## src/rtl/fetch_stage.sv

```systemverilog
`default_nettype none
// ============================================================================
// Module   : fetch_stage
// Purpose  : Instruction-fetch front end: PC, imem request port, hold buffer
//            and IF/ID pipeline register.
// Revision : 1.0  initial release
// ============================================================================
module fetch_stage #(
    parameter logic [31:0] RESET_PC  = 32'h0000_0000,
    parameter logic [31:0] NOP_INSTR = 32'h0000_0013
) (
    input  logic        clk,
    input  logic        rst,
    input  logic        stall_f,
    input  logic        stall_d,
    input  logic        flush_d,
    input  logic        pc_src_e,
    input  logic [31:0] pc_target_e,
    output logic        imem_req,
    output logic [31:0] imem_addr,
    input  logic [31:0] imem_rdata,
    output logic [31:0] instr_d,
    output logic [31:0] pc_d,
    output logic [31:0] pc_plus4_d,
    output logic        valid_d
);
    localparam logic [31:0] c_pc_step = 32'd4;

    logic [31:0] r_pc_f;
    logic        r_req_valid;
    logic [31:0] r_req_pc;
    logic        r_hold_valid;
    logic [31:0] r_hold_instr;
    logic [31:0] r_hold_pc;
    logic [31:0] r_instr_d;
    logic [31:0] r_pc_d;
    logic [31:0] r_pc_plus4_d;
    logic        r_valid_d;

    logic        w_fetch;
    logic [31:0] w_fetch_addr;
    logic        w_src_valid;
    logic [31:0] w_src_instr;
    logic [31:0] w_src_pc;

    // A redirect always wins over a stall so the target is requested at once.
    assign w_fetch      = !rst && (pc_src_e || !(stall_f || stall_d));
    assign w_fetch_addr = pc_src_e ? pc_target_e : r_pc_f;

    assign imem_req   = w_fetch;
    assign imem_addr  = w_fetch_addr;
    assign instr_d    = r_instr_d;
    assign pc_d       = r_pc_d;
    assign pc_plus4_d = r_pc_plus4_d;
    assign valid_d    = r_valid_d;

    always_ff @(posedge clk) begin
        if (rst) begin
            r_pc_f <= RESET_PC;
        end else if (w_fetch) begin
            r_pc_f <= w_fetch_addr + c_pc_step;
        end
    end

    always_ff @(posedge clk) begin
        if (rst) begin
            r_req_valid <= 1'b0;
            r_req_pc    <= '0;
        end else begin
            r_req_valid <= w_fetch;
            r_req_pc    <= w_fetch_addr;
        end
    end

    // The held instruction is older than any live response, so it goes first.
    always_comb begin
        w_src_valid = 1'b0;
        w_src_instr = NOP_INSTR;
        w_src_pc    = '0;
        if (r_hold_valid) begin
            w_src_valid = 1'b1;
            w_src_instr = r_hold_instr;
            w_src_pc    = r_hold_pc;
        end else if (r_req_valid) begin
            w_src_valid = 1'b1;
            w_src_instr = imem_rdata;
            w_src_pc    = r_req_pc;
        end
    end

    always_ff @(posedge clk) begin
        if (rst || flush_d) begin
            r_instr_d    <= NOP_INSTR;
            r_pc_d       <= '0;
            r_pc_plus4_d <= '0;
            r_valid_d    <= 1'b0;
            r_hold_valid <= 1'b0;
        end else if (stall_d) begin
            if (r_req_valid && !r_hold_valid) begin
                r_hold_valid <= 1'b1;
                r_hold_instr <= imem_rdata;
                r_hold_pc    <= r_req_pc;
            end
        end else begin
            r_instr_d    <= w_src_instr;
            r_pc_d       <= w_src_pc;
            r_pc_plus4_d <= w_src_valid ? (w_src_pc + c_pc_step) : '0;
            r_valid_d    <= w_src_valid;
            r_hold_valid <= 1'b0;
        end
    end

    // Requests only issue while decode is free or on a flushing redirect,
    // so a second capture into an occupied hold buffer is impossible.
    always_ff @(posedge clk) begin
        if (!rst && !flush_d && stall_d && r_req_valid) begin
            assert (!r_hold_valid);
        end
    end
endmodule
`default_nettype wire

```

## config.mk

```make
export PLATFORM = sky130hd
export DESIGN_NAME = fetch_stage
export DESIGN_NICKNAME = d
export VERILOG_FILES = /design/src/rtl/fetch_stage.sv
export SDC_FILE = /design/constraint.sdc
export NUM_CORES = 1
export LEC_CHECK = 0
export BUFFER_PORTS_ARGS = -buffer_cell sky130_fd_sc_hd__buf_2
export CAP_MARGIN = 30
export CORE_MARGIN = 8
export CORE_UTILIZATION = 55
export CTS_CLUSTER_DIAMETER = 100
export CTS_CLUSTER_SIZE = 40
export DETAILED_ROUTE_END_ITERATION = 10
export HOLD_SLACK_MARGIN = 0.08
export PLACE_DENSITY = 0.88
export SETUP_SLACK_MARGIN = 0.05
export SLEW_MARGIN = 20
export SYNTH_ARGS = -nofsm -noshare
export SYNTH_HDL_FRONTEND = slang
export SYNTH_SLANG_ARGS = --single-unit
export TNS_END_PERCENT = 20
```

## constraint.sdc

```tcl
create_clock -name clk -period 7.1 [get_ports clk]
set_clock_uncertainty 0.2 [all_clocks]
set_input_delay 0.71 -clock clk [delete_from_list [all_inputs] [get_ports clk]]
set_output_delay 0.71 -clock clk [all_outputs]
set_load 0.02 [all_outputs]
```

==> results by stage, run 1 <==
STA:
- The relative max-transition margin is 0.478.
- The count of final setup violators is 0.
- The post-route clock period utilization is 0.543.
- The final period demand of the worst path is 3860 ps.
- At the pin with the least slew margin, the transition time is 779 ps.
- The highest clock frequency the design can meet is 0.259 GHz.
- Setup repair after global routing left no endpoint under its margin.
- The number of hold-slack violations in the final timing report is 0.
- The setup TNS is 0 ps.
- The max-slew violation count is 0.

Pwr:
- For this design the total switching power over the nets is 580 uW.
- The total internal power is 1.71 mW.
- The switching part of the total power is 0.253.
- The total power of the final layout is 2.29 mW.
- The share of total power dissipated in combinational logic is 0.120.
- Dividing total power by cell area gives a power density of 209 mW/mm2.
- The relative contribution of sequential cells to total power is 0.611.
- Summed over all cells, the static leakage comes to 4.59 nW.
- The worst-case vdd ir drop is 174 uV.
- The share of total power dissipated in the clock network is 0.270.

Routing:
- In this run, the number of DRC markers left after iteration 0 of detailed routing was 683.
- The count of unresolved DRC violations after routing is 0.
- The detailed-router iteration count before antenna repair is 5.
- The mean number of vias per cell is 5.80.
- The final routed wire length divided by cell count is 18.0 um.
- For this block, the routed nets add up to 24.1 mm of wire.
- Once detail routing completed, the nets flagged for antenna violations numbered 0.
- The overall via count from detail_route is 7779.

Synthesis:
- For this run, the register share of the synthesized area comes to 0.542.
- The Yosys step of the flow raised 0 warnings.
- The number of distinct standard cells referenced by the synthesized netlist is 54.
- Ranked by total cell area, the synthesized netlist is headed by dfxtp_1 34%, edfxtp_1 20%, nor2_1 4.2%.
- The mean area per synthesized cell is 10.0 um2.
- The area share of the largest cell type after synthesis is 0.341.
- The register bit count reported by yosys is 227.
- The gate count after technology mapping is 955.
- The post-synthesis cell type with the largest combined area is dfxtp_1.
- The prevailing post-synth register cell is dfxtp_1.
- The share of async-settable or async-resettable flops after synthesis is 0.
- The post-synthesis instance area is 0.00956 mm2.
- In this run, synthesis inferred 64 flip-flops with an integrated enable.
- Synthesis produced a netlist with a net count of 1027.

Setup path:
- The critical path's most frequent cell is nand2_1.
- The critical path goes through buf_4, nand2_1, nand2_1, ha_1, inv_1, a221oi_1, nand4_1, nor4b_1, xnor2_1, a22o_1.
- The minimum setup slack among reg-to-reg paths is 3240 ps.
- Together, buffers and inverters on the worst path number 2.
- The top fanout value on the critical path is 79.
- The slowest stage of the critical path is the dfxtp_2 cell.
- The worst register-to-register path begins at r_hold_valid.
- At the worst endpoint, the arrival time is 4040 ps.
- The critical path endpoint category is a flip-flop.
- Data on the critical path is required at its endpoint by 7280 ps.
- The worst register-to-register path has a depth of 10.
- Broken down by cell family, the worst path's largest delay share belongs to simple AND/OR/NAND/NOR gates.
- On the worst path, the slowest cell contributes a delay of 640 ps.
- The startpoint type of the worst setup path is a flip-flop.
- The critical setup path kind is flip-flop to flip-flop.
- The end of the worst register-to-register path is pc_plus4_d[28].

Worst hold path:
- The count of cells along the worst hold path is 1.
- The worst min-delay path startpoint is imem_rdata[1].
- The path with the worst hold slack has its endpoint at r_hold_instr[1].
- The class of the tightest hold or removal check is primary input to flip-flop.

Flow run:
- The count of max-cap constraint violations is 0.

CTS:
- The deepest clock path buffer count is 3.
- The root buffer cell chosen for the clock tree is clkbuf_16.
- The insertion delay of the later-clocked pin in the worst-skew pair is 470 ps.
- The count of cells resized by post-cts repair is 0.
- The number of hold buffers added after cts is 0.
- The number of clock sinks seen by CTS is 227.
- The number of buffers added by the clock tree synthesis step is 9.
- The post-CTS setup-driven buffer insertion count is 0.
- The H-tree depth reported by CTS is 1.
- After clock tree synthesis, the clock-pin slew on the worst setup and hold paths is 140 ps.
- The TritonCTS clock tree is yes.

Placement:
- At the end of routability-driven placement, the weighted congestion stood at 0.915.
- The placed wire-length estimate after detailed placement is 17.7 mm.
- The number of port buffers is 199.
- After detailed placement, the design holds a cell count of 1328.

GRT:
- The first global-routing pass estimated 38.9 mm of wire.
- The largest net degree at the start of global routing is 80.
- The number of global-route vias before repair is 7338.
- Across every metal layer, demand over resource in global routing totals 0.213.
- The total grt overflow is 0.
- The initial antenna violation count is 0.

Die:
- The horizontal die dimension is 148 um.
- The core region is 0.0172 mm2.
- The die area is 0.0219 mm2.
- The number of standard-cell rows in the floorplan is 48.
- The die span in y is 148 um.
- The initial utilization of the core area, before any placement, comes to 0.557.
- 200 I/O pins were placed.

Layout:
- The final instance count without filler cells is 1342.
- The commonest non-fill, non-tap cell in the layout is buf_2.
- In the final layout, the share of cells above drive strength 1 is 0.221.
- In the layout the commonest cells are 199 x buf_2, 162 x dfxtp_1, 105 x nor2_1.
- The layout overhead on the synthesized area is 14.6%.
- The count of nets after finishing is 1187.
- The repair_antennas step left the layout with diodes totalling 0.

Run status:
- The flow ran to the end, and the final reports show no timing, DRC or antenna violations.
[cells by family (layout without fill, tap and decap cells)]
kind of cell	after synthesis	after routing	synth area share
compound gates	229	229	0.171
xor+xnor	42	42	0.0385
fa+ha+maj	2	2	0.00262
buf+inv	93	255	0.0399
flops	227	227	0.542
mux	33	33	0.0355
simple gates	329	329	0.170
[synth_stat cells (4+ instances only)]
cell	count
buf_2	8
nand2_1	88
a21o_1	8
nor2b_1	10
nor2_1	106
o21ai_0	51
mux2i_1	26
mux2_2	7
a21oi_1	41
buf_1	8
xnor2_1	28
xor2_1	14
nand2b_1	4
edfxtp_1	64
nand3_1	41
nand4_1	12
a32o_1	9
dfxtp_1	163
nand3b_1	8
and3_1	8
a22o_1	32
o22ai_1	5
a22oi_1	19
clkbuf_1	45
a31oi_1	4
nand4b_1	14
a221o_1	29
inv_1	27
nor3_1	13
buf_4	4
a211oi_1	14
a222oi_1	4
[routing by layer]
layer	global-route usage	up-vias	routed length (um)
li1	-	3792	-
met1	0.313	3559	10800
met2	0.325	402	10400
met3	0.0367	26	2580
met4	0.0377	0	314
met5	0	-	0
[layout make-up]
type	instances	area, um2
multi-input combinational	635	4010
clock buffer	11	233
inverter	27	101
clock inverter	2	16.3
tap	225	282
sequential	227	5190
fill	1376	6220
timing repair buffer	215	1120
[registers in the layout, summed over array words and instances (netlist names)]
register	cells
instr_d	32
r_req_pc	32
r_hold_valid	1
r_hold_instr	32
pc_plus4_d	32
r_pc_f	32
pc_d	32
r_hold_pc	32
valid_d	1
r_req_valid	1
[worst max path at each step]
stage	start	end	slack, ps	depth (start not counted)
3_3_place_gp	pc_src_e	r_pc_f[22]	3240	10
3_5_place_dp	pc_src_e	r_pc_f[30]	3080	10
5_1_grt	r_hold_valid	pc_plus4_d[28]	2920	10
2_1_floorplan	stall_d	r_hold_instr[0]	470	5
6_report	r_hold_valid	pc_plus4_d[28]	3240	10
4_1_cts	r_hold_valid	pc_plus4_d[28]	3300	10
[power by group through the flow]
stage / registers (mW) / clock network [mW] / logic [mW]
5_1_grt: 1.40 / 0.678 / 0.298
3_3_place_gp: 1.43 / 0 / 0.264
6_report: 1.40 / 0.618 / 0.274
2_1_floorplan: 1.43 / 0 / 0.168
3_5_place_dp: 1.43 / 0 / 0.269
4_1_cts: 1.40 / 0.632 / 0.270
[metrics by stage]
step	setup WS, ps	utilization	hold WS, ps	instance area (um2)
after floorplan	469	-	209	9560
after global placement	3240	0.622	229	10700
after detailed placement	3080	0.622	232	10700
after CTS	3300	0.637	213	10900
after global routing	2920	0.638	203	11000
final	3240	0.638	227	11000
No activity file was read; power rests on OpenSTA's default activity.
==> inputs of run 2 (changes only) <==
clock period = 4 ns   (was 7.1 ns; I/O delays follow)
==> run 2 against run 1 <==
Routed wire length is 6.6% higher. Clock power is 78% higher. Register-to-register slack worse by 2400 ps. Setup slack worse by 2400 ps. Critical endpoint unchanged.
==> results by stage, run 2 (synthesized netlist as in run 1, its figures left out) <==
STA:
- Setup repair after global routing missed its margin: false (unchanged).
- The count of final setup violators is 0 (unchanged).
- The number of hold-slack violations in the final timing report is 0 (unchanged).
- The max-slew violation count came to 0 (unchanged).
- The setup TNS is 0 ps (unchanged).
- The transition time of the tightest slew-check pin is 809 ps (was 779 ps).
- The final period demand of the worst path came to 3170 ps (was 3860 ps).
- The highest clock frequency the design can meet is 0.315 GHz (was 0.259 GHz).
- The relative max-transition margin is 0.460 (was 0.478).
- The post-route clock period utilization came to 0.793 (was 0.543).
- The setup slack of the critical path after layout came to 830 ps (was 3240 ps).
- The hold slack is 104 ps (was 227 ps).

Die:
- The die area was 0.0219 mm2 (unchanged).
- The initial cell density of the core is 0.557 (unchanged).
- The number of standard-cell rows in the floorplan is 48 (unchanged).
- The area of the placeable core is 0.0172 mm2 (unchanged).
- The die span in y came to 148 um (unchanged).
- The horizontal die dimension is 148 um (unchanged).
- The number of top-level pins is 200 (unchanged).

Pwr:
- The leakage power figure came to 4.77 nW (was 4.59 nW).
- The worst-case vdd ir drop is 276 uV (was 174 uV).
- The power density relative to cell area came to 361 mW/mm2 (was 209 mW/mm2).

Run status:
- Outcome: finished, final reports clean (unchanged).

Setup path:
- The top fanout value on the critical path is 61 (was 79).
- The minimum setup slack among reg-to-reg paths is 830 ps (was 3240 ps).
- The data required time at the worst endpoint is 4180 ps (was 7280 ps).
- The cell at the slowest stage of the critical path was a221oi_1 (was dfxtp_2).
- The endpoint arrival time on the critical path was 3350 ps (was 4040 ps).
- The worst reg-to-reg path cell count is 7 (was 10).
- The critical setup path kind is flip-flop to flip-flop (unchanged).
- Cell chain of the critical path: buf_4, nand2_1, a221oi_1, nand4_1, nor4b_1, xnor2_1, a22o_1 (was buf_4, nand2_1, nand2_1, ha_1, inv_1, a221oi_1, nand4_1, nor4b_1, xnor2_1, a22o_1).
- The startpoint type of the worst setup path is a flip-flop (unchanged).
- The startpoint of the most critical register-to-register path is r_hold_valid (unchanged).
- The maximum single-stage delay on the critical path is 510 ps (was 640 ps).
- The critical path endpoint category is a flip-flop (unchanged).
- The end of the worst register-to-register path is pc_plus4_d[28] (unchanged).

Worst hold path:
- The class of the tightest hold or removal check is primary input to flip-flop (unchanged).
- The worst min-delay path startpoint is pc_target_e[0] (was imem_rdata[1]).
- The count of cells along the worst hold path was 3 (was 1).
- The sink of the worst hold path is r_req_pc[0] (was r_hold_instr[1]).

Layout:
- The share of cells above drive strength 1 is 0.215 (was 0.221).
- The number of antenna repair diodes is 0 (unchanged).
- The count of nets after finishing was 1228 (was 1187).
- The final non-filler cell area is 0.0114 mm2 (was 0.0110 mm2).
- Most used cells in the layout excluding fill and tap cells: 199 x buf_2, 162 x dfxtp_1, 105 x nor2_1 (unchanged).
- The layout overhead on the synthesized area is 19.0% (was 14.6%).
- The commonest non-fill, non-tap cell in the layout is buf_2 (unchanged).

GRT:
- The total grt overflow was 0 (unchanged).
- The overall global routing resource usage is 0.226 (was 0.213).
- The largest net degree at the start of global routing is 70 (was 80).
- The initial antenna violation count is 0 (unchanged).
- The number of global-route vias before repair is 7867 (was 7338).
- The global-route wire length before repair is 41.5 mm (was 38.9 mm).

CTS:
- The deepest clock path buffer count was 3 (unchanged).
- The number of buffers added by the clock tree synthesis step is 9 (unchanged).
- The clock edge transition at the registers on the reported setup and hold paths came to 140 ps (about the same).
- The TritonCTS clock tree is yes (unchanged).
- The insertion delay of the later-clocked pin in the worst-skew pair was 470 ps (about the same).
- The buffer cell driving the clock tree root is clkbuf_16 (unchanged).
- The post-CTS setup-driven buffer insertion count came to 0 (unchanged).
- The number of clock sinks seen by CTS came to 227 (unchanged).
- The H-tree depth reported by CTS was 1 (unchanged).

Routing:
- The violation count after the first detailed-route iteration was 673 (was 683).
- The detailed-router iteration count before antenna repair is 7 (was 5).
- The count of nets left with antenna violations after detail routing is 0 (unchanged).
- The overall via count from detail_route is 8015 (was 7779).
- The mean number of vias per cell came to 5.80 (about the same).
- The total length of routed wires is 25.7 mm (was 24.1 mm).
- The final routed wire length divided by cell count is 18.6 um (was 18.0 um).
- The count of unresolved DRC violations after routing is 0 (unchanged).

Flow run:
- The count of max-cap constraint violations is 0 (unchanged).

Placement:
- The placed instance area was 0.0107 mm2 (about the same).
- The number of port buffers was 199 (unchanged).
- The placed wire-length estimate after detailed placement was 18.2 mm (was 17.7 mm).
- The worst slack at placement is 778 ps (was 3080 ps).
- The placer's final routability congestion estimate is 0.945 (was 0.915).
run 2: changes by cell type in the layout (fill, tap and decap cells not counted), sizes merged:
cell	delta
dlygate4sd3	+40
clkinv	-1
buf	+1
run 2: what timing repair did:
item                                    in CTS  in global routing
endpoints found under the setup margin       0                  0
hold endpoints to repair                    43                  0
hold buffers                                40                  0
gates resized for setup                      0                  0
run 2: worst max-delay path: cells and delay by family, from the launching register on:
| family | cells | cell delay (ps) |
|---|---|---|
| flip-flops | 1 | 500 |
| buffers and inverters | 1 | 480 |
| AND/OR/NAND/NOR | 3 | 1080 |
| AO/OA/AOI/OAI | 2 | 720 |
| XOR/XNOR | 1 | 120 |
run 2: stage by stage:
step / cells / power (mW) / util
after detailed placement: 1330 / 3.02 / 0.624
after CTS: 1382 / 4.13 / 0.662
after global routing: 1382 / 4.27 / 0.662
final: 1382 / 4.11 / 0.662
after global placement: 1330 / 3.01 / 0.624
after floorplan: 955 / 2.84 / -
run 2: worst max-delay path by stage:
| stage | start | end | slack, ps | cells after the start |
|---|---|---|---|---|
| after floorplan | pc_src_e | r_pc_f[24] | 330 | 14 |
| after detailed placement | pc_src_e | r_pc_f[29] | 780 | 8 |
| after CTS | r_hold_valid | pc_plus4_d[28] | 870 | 7 |
| after global routing | r_hold_valid | pc_plus4_d[28] | 470 | 7 |
| after global placement | pc_src_e | r_pc_f[30] | 900 | 8 |
| final | r_hold_valid | pc_plus4_d[28] | 830 | 7 |
run 2: power breakdown:
part	internal (mW)	total (mW)	switching [mW]
clock	0.443	1.10	0.656
sequential	2.43	2.48	0.0478
combinational	0.199	0.526	0.327
total	3.07	4.11	1.03
run 2: cell type report:
type                       instances  area, um2
fill                            1381       5800
tap                              225        282
timing repair buffer             256       1520
clock buffer                      11        243
clock inverter                     1       16.3
inverter                          27        101
sequential                       227       5190
multi-input combinational        635       4020
run 2: routing by layer:
| layer | global-route usage | vias to the layer above | wire length [um] |
|---|---|---|---|
| met1 | 0.322 | 3796 | 11800 |
| met2 | 0.353 | 326 | 11400 |
| met3 | 0.0437 | 27 | 2150 |
| met4 | 0.0449 | 0 | 331 |
| li1 | - | 3866 | - |
| met5 | 0 | - | 0 |
